File: src/rtl/joy_pad.sv
// -----------------------------------------------------------------------------
// joy_pad : game-pad responder for a host that strobes the select (TH) line.
//
// The host toggles pin_d7; every edge of the synchronized select advances the
// protocol phase and the phase picks which buttons are presented on the data,
// TL and TR pins (all active-low, all registered).
//
// Build option: define JOY_PAD_SIX_EN for the 8-phase six-button sequence with
// an idle timeout that restarts the phase counter. Without it the block is a
// three-button pad whose phase simply follows the select level.
//
// Ports:
//   clock            system clock (25 MHz domain)
//   reset_n          asynchronous active-low reset
//   buttons[11:0]    pressed=1, {mode,x,y,z,start,c,b,a,right,left,down,up}
//   pin_d7           select (TH) from the host, asynchronous
//   pin_d1..pin_d4   data lines D0..D3, active-low
//   pin_d6           TL line, active-low
//   pin_d9           TR line, active-low
//   phase[2:0]       current protocol phase (debug)
// -----------------------------------------------------------------------------
module joy_pad #(
    parameter int unsigned TIMEOUT = 37500
) (
    input  logic        clock,
    input  logic        reset_n,
    input  logic [11:0] buttons,
    input  logic        pin_d7,
    output logic        pin_d1,
    output logic        pin_d2,
    output logic        pin_d3,
    output logic        pin_d4,
    output logic        pin_d6,
    output logic        pin_d9,
    output logic [2:0]  phase
);

    localparam int unsigned PHASE_W = 3;
    localparam int unsigned PINS_W  = 6;
    localparam int unsigned TIMER_W = 16;

    // Select synchronizer and edge detection
    logic               r_sync1;
    logic               r_sync2;
    logic               r_sel_prev;
    logic               w_edge;

    logic [PHASE_W-1:0] r_phase;
    logic [PHASE_W-1:0] w_phase_nxt;

    // Pin vector layout: {TR, TL, D3, D2, D1, D0}
    logic [PINS_W-1:0]  r_pins;
    logic [PINS_W-1:0]  w_pins_nxt;

    logic w_up, w_down, w_left, w_right, w_a, w_b, w_c, w_start;

    assign w_up    = buttons[0];
    assign w_down  = buttons[1];
    assign w_left  = buttons[2];
    assign w_right = buttons[3];
    assign w_a     = buttons[4];
    assign w_b     = buttons[5];
    assign w_c     = buttons[6];
    assign w_start = buttons[7];

    assign w_edge = r_sync2 ^ r_sel_prev;

`ifdef JOY_PAD_SIX_EN
    logic w_x, w_y, w_z, w_mode;
    logic [TIMER_W-1:0] r_timer;
    logic [TIMER_W-1:0] w_timer_nxt;

    assign w_z    = buttons[8];
    assign w_y    = buttons[9];
    assign w_x    = buttons[10];
    assign w_mode = buttons[11];

    // Phase counter with idle timeout; an edge always beats a same-cycle expiry
    always_comb begin
        w_phase_nxt = r_phase;
        w_timer_nxt = r_timer;
        if (w_edge) begin
            w_phase_nxt = r_phase + PHASE_W'(1);
            w_timer_nxt = '0;
        end else begin
            if (r_timer >= TIMER_W'(TIMEOUT)) begin
                w_phase_nxt = {2'b00, ~r_sync2};
            end
            if (r_timer != {TIMER_W{1'b1}}) begin
                w_timer_nxt = r_timer + TIMER_W'(1);
            end
        end
    end

    // Phase-to-pin encoding for the six-button sequence
    always_comb begin
        w_pins_nxt = {PINS_W{1'b1}};
        case (r_phase)
            3'd0, 3'd2, 3'd4: w_pins_nxt = {~w_c, ~w_b, ~w_right, ~w_left, ~w_down, ~w_up};
            3'd1, 3'd3:       w_pins_nxt = {~w_start, ~w_a, 2'b00, ~w_down, ~w_up};
            3'd5:             w_pins_nxt = {~w_start, ~w_a, 4'b0000};
            3'd6:             w_pins_nxt = {~w_c, ~w_b, ~w_mode, ~w_x, ~w_y, ~w_z};
            default:          w_pins_nxt = {~w_start, ~w_a, 4'b1111};
        endcase
    end

    always_ff @(posedge clock or negedge reset_n) begin
        if (!reset_n) begin
            r_timer <= '0;
        end else begin
            r_timer <= w_timer_nxt;
        end
    end
`else
    // Extended buttons and timeout have no role in the three-button pad
    logic w_unused_six;
    localparam int unsigned UNUSED_TIMEOUT = TIMEOUT;
    assign w_unused_six = ^{buttons[11:8], w_edge};

    // Phase follows the synchronized select level
    always_comb begin
        w_phase_nxt = {2'b00, ~r_sync2};
    end

    always_comb begin
        w_pins_nxt = {PINS_W{1'b1}};
        if (r_phase[0]) begin
            w_pins_nxt = {~w_start, ~w_a, 2'b00, ~w_down, ~w_up};
        end else begin
            w_pins_nxt = {~w_c, ~w_b, ~w_right, ~w_left, ~w_down, ~w_up};
        end
    end
`endif

    // Synchronizer, phase and registered pins; reset releases all lines high
    always_ff @(posedge clock or negedge reset_n) begin
        if (!reset_n) begin
            r_sync1    <= 1'b1;
            r_sync2    <= 1'b1;
            r_sel_prev <= 1'b1;
            r_phase    <= '0;
            r_pins     <= {PINS_W{1'b1}};
        end else begin
            r_sync1    <= pin_d7;
            r_sync2    <= r_sync1;
            r_sel_prev <= r_sync2;
            r_phase    <= w_phase_nxt;
            r_pins     <= w_pins_nxt;
        end
    end

    assign pin_d1 = r_pins[0];
    assign pin_d2 = r_pins[1];
    assign pin_d3 = r_pins[2];
    assign pin_d4 = r_pins[3];
    assign pin_d6 = r_pins[4];
    assign pin_d9 = r_pins[5];
    assign phase  = r_phase;

endmodule
File: config.mk
export PLATFORM = sky130hd
export DESIGN_NAME = joy_pad
export DESIGN_NICKNAME = d
export VERILOG_FILES = /design/src/rtl/joy_pad.sv
export SDC_FILE = /design/constraint.sdc
export NUM_CORES = 1
export LEC_CHECK = 0
export CAP_MARGIN = 10
export CELL_PAD_IN_SITES_DETAIL_PLACEMENT = 1
export CELL_PAD_IN_SITES_GLOBAL_PLACEMENT = 2
export CORE_MARGIN = 4
export CORE_UTILIZATION = 16
export CTS_CLUSTER_SIZE = 8
export DETAILED_ROUTE_END_ITERATION = 8
export PLACE_DENSITY_LB_ADDON = 0.1
export SYNTH_ARGS = -nofsm -noshare
export SYNTH_HDL_FRONTEND = slang
export SYNTH_SLANG_ARGS = --single-unit
File: constraint.sdc
create_clock -name clock -period 0.9 [get_ports clock]
set_input_delay 0.09 -clock clock [delete_from_list [all_inputs] [get_ports clock]]
set_output_delay 0.09 -clock clock [all_outputs]
set_load 0.02 [all_outputs]
# Word-level counts from Yosys, hierarchy flattened
# Index checks and enable logic that the tools add are counted.
classes:
  n_mux: 1
  bitwise_logic: 9
ops:
  columns: ["cell", "count"]
  rows:
  - ["inverter 1 bit", 9]
  - ["two-way mux 6 bit", 1]
word_totals:
  ff_bits: 9
  in_bits: 15
  output_inout_bits: 9
  word_cells: 14

# Logic depth before layout (Yosys ltp)
logic_depth:
  word_depth: 2
  ltp_mapped: 1
  ltp_nobuf: 1

# Worst setup path before layout
# OpenSTA, ideal clock, no wires.
synth_timing:
  path_type: "reg-to-reg"
  start: "reg r_phase[0] (netlist: phase[0])"
  end: "reg r_pins[4]"
  period_less_slack_ns: 0.784
  setup_time_ns: 0.075
  slack_ns: 0.116
  t_arrival_ns: 0.709
  required_ns: 0.825
  path_buffers: 0
  stages_incl_launch_ff: 2
  cell_sequence: "dfrtp_1 mux2i_1"
synth_between:
  elab_chain_cells: 1
synth_rtl:
  columns: ["item", "line_no", "text"]
  rows:
  - ["start, declared", "48", "logic [PHASE_W-1:0] r_phase;"]
  - ["start signal, assigned", "147", "r_phase <= w_phase_nxt;"]
  - ["two-way mux 6 bit", "127", "if (r_phase[0]) begin"]
  - ["net w_pins_nxt[4]", "53", "logic [PINS_W-1:0] w_pins_nxt;"]
  - ["end signal, assigned", "142", "r_pins <= {PINS_W{1'b1}};"]
  - ["end signal, assigned", "148", "r_pins <= w_pins_nxt;"]
  - ["end, declared", "52", "logic [PINS_W-1:0] r_pins;"]
# The timed path passes the listed nets, and every way through them passes these cells.

# Worst setup path after layout
layout_timing:
  start: "reg r_pins[2]"
  end: "out pin_d3"
layout_rtl:
  columns: ["item", "line_no", "text"]
  rows:
  - ["end, declared", "31", "output logic pin_d3,"]
# No word-level cell between the ends.

==> results.cfg <==
[status]
outcome = complete, but fails checks
violations = negative setup slack

[clock_network]
clkTransAtPathRegs_ps = 60
clock_path_buffers = 2
tritoncts.num_buffers = 3
cts_num_sinks = 9
cts.hold.buffers_added = 0
cts_tree = built
worst_skew_pair.late_latency_ps = 250
clk_root_buffer_cell = clkbuf_4
cts-htree-levels = 1

[logic_synthesis]
synth_mux_area_share_pct = 6.838
synth_simple_gate_area_share_pct = 2.564
yosys.area_share.xor_xnor_pct = 0
netlist_instances = 19
netlist_top_cells_count = dfstp_2, inv_1, buf_4, mux2i_1, nor2_1
synth_cell_type_count = 7
synth-seq-area-share_pct = 80.34
synth.avg_cell_area_um2 = 15.41
synth-warning-count = 0
ys_flop_type = dfstp_2
synth_enable_flop_cells = 0
most_common_cell_in_the_synthesized_netlist = dfstp_2
synth_top_cells_by_area = dfstp_2, dfrtp_1, mux2i_1
syn_area_um2 = 292.8
netlist.area_leader.share_pct = 71.79
synthAdderAreaFrac_pct = 0
asyncSetResetFlopFracSynth_pct = 100.0
compound_cell_area_share_of_the_yosys_netlist_pct = 0
largest_family_of_logic_cells_by_synthesized_area = buffers and inverters
yosys_register_bits = 9
synth_top_area_cell = dfstp_2

[power_and_ir_drop]
vdd_ir_drop_max_v = 0.0005930
combinationalPowerShare_pct = 15.6
internal_power_uw = 694.5
leakage_power_uw = 0.0002352
total_power_uw = 895.0
sequentialPowerShare_pct = 50.7
netSwitchingFraction_pct = 22.40
clock_power_share_pct = 33.7
power.net_switching_uw = 200.5
power_density_relative_to_cell_area_nw_per_um2 = 1703

[worst_setup_path]
cp_slowest_cell = dfstp_2
endpoint_kind = output pin
timing.critical_path.slowest_cell_delay_ps = 530
timing_worst_setup_path_type = reg -> out
cp_required_ps = 810
critical_path_buf_inv_count = 1
crit_fanout = 1
worst_setup_path_start_kind = flip-flop
timing.critical_path.arrival_ps = 880
cp_cell_sequence = buf_6
worst_path_dominant_cell_family = flip-flops

[die]
die_w_um = 50.78
total_i_o_pin_count = 24
floorplan.die_area_um2 = 2578
dieHeight_um = 50.78
placementRows = 15
initial_utilization_pct = 16.96
design.core.area_um2 = 1727

[sta]
timing.final.hold_violations = 0
max_clock_freq_mhz = 1027
finalSetupViolCount = 6
final.min_clock_period_ps = 974.0
timing.final.ws_setup_ps = -73.99
timing.clock.skew_ps = 1.269
finalCritPeriodShare_pct = 108.2
maxSlewViolCount = 0
unrepaired_setup_endpoints_after_global_routing = yes
final.setup.tns_ps = -431.7

[drt]
route.detailed.vias_per_inst = 3.169
drt_iter0_drc = 0
detailroute.via_count = 206
drc = 0
dr.pass1.iters = 1
antenna_left = 0
postRouteWirelength_um = 659
post_drt_wl_per_cell_um = 10.14

[placement]
dp_hpwl_um = 537.6
dp_worst_setup_slack_ps = -284.3
placed_cells_incl_taps = 61
portBuffers = 17
finalWeightedCongestion = 0.6164

[final_layout]
final_layout_size_suffix_gt1_share_pct = 47.50
syn_to_final_growth_pct = 79.49
nFillCells = 208
antenna-diode-count = 0
post_layout_instance_count_excluding_filler_cells = 65
final_nets = 56

[global_route]
number_of_antenna_violations_at_the_first_check_in_global_routing = 0
grt_start_max_net_pins = 10
grt_overflow_total = 0
grt_pass1_vias = 236
gr-usage-all-layers_pct = 6.312
grt_first_pass_wirelength_mm = 1.062

[worst_hold_path]
timing.hold.worst.class = in -> async

[run]
drv_cap = 0
==> power by group through the flow <==
stage	Clock, µW	Combinational [µW]	Sequential (µW)
2_1_floorplan	0	23.7	484
3_3_place_gp	0	136	454
3_5_place_dp	0	139	456
4_1_cts	328	140	454
5_1_grt	362	150	456
6_report	302	140	454
==> worst paths after layout <==
path / from / end / slack (ps) / cells after the start
setup / recovery: r_pins[2]$_DFF_PN1_ / pin_d3 / -70 / 1
hold / removal: reset_n / phase[0]$_DFF_PN0_ / 130 / 1
setup reg to reg: phase[0]$_DFF_PN0_ / r_pins[5]$_DFF_PN1_ / 130 / 2
hold reg to reg: r_sync1$_DFF_PN1_ / r_sync2$_DFF_PN1_ / 360 / 0
max in group asynchronous: reset_n / r_pins[0]$_DFF_PN1_ / 440 / 1
min in group clock: pin_d7 / r_sync1$_DFF_PN1_ / 240 / 1
==> through the flow <==
stage	utilization [%]	area (µm²)	hold slack (ps)
global route	30.43	525.5	150.9
CTS	30.07	519.2	143.4
global placement	28.41	490.5	346.9
floorplan	-	296.5	-205.6
detailed placement	28.41	490.5	353.1
finish	30.43	525.5	134.9
==> metal layers <==
layer	track usage (%)	part of all wire, %	vias up
met3	3.264	11	0
met2	10.00	55	12
met4	5.381	0	0
met1	5.957	34	101
met5	0	0	-
li1	-	-	93
==> layout make-up <==
class | count | area (µm²) | share of cell area, %
inverters | 3 | 11.26 | 2.143
well taps | 25 | 31.28 | 5.952
repair buffers | 18 | 186.4 | 35.48
multi-input cells | 6 | 35.03 | 6.667
clock buffers | 4 | 26.28 | 5.000
flip-flops and latches | 9 | 235.2 | 44.76
==> flip-flops by register name, indices dropped and copies added, names as in the netlist <==
signal and flops:
phase 1, r_pins 6, r_sync1 1, r_sync2 1
==> cells in the final DEF (no fill, tap or decap) <==
cell type,count
dfstp_2,8
mux2i_1,2
clkbuf_1,1
clkbuf_4,3
dfrtp_1,1
clkdlybuf4s50_1,10
nor2_1,2
buf_4,1
conb_1,2
inv_1,3
buf_6,7
==> logic make-up after synthesis <==
| kind of cell | after synthesis |
|---|---|
| flops | 9 |
| buf+inv | 5 |
| simple gates | 2 |
| other cells | 1 |
| mux | 2 |
==> what timing repair did <==
action,in CTS,in global routing
gates resized for setup,40,2
setup buffers,0,0
setup endpoints to repair,7,7
Power figures use the tool's default switching activity.
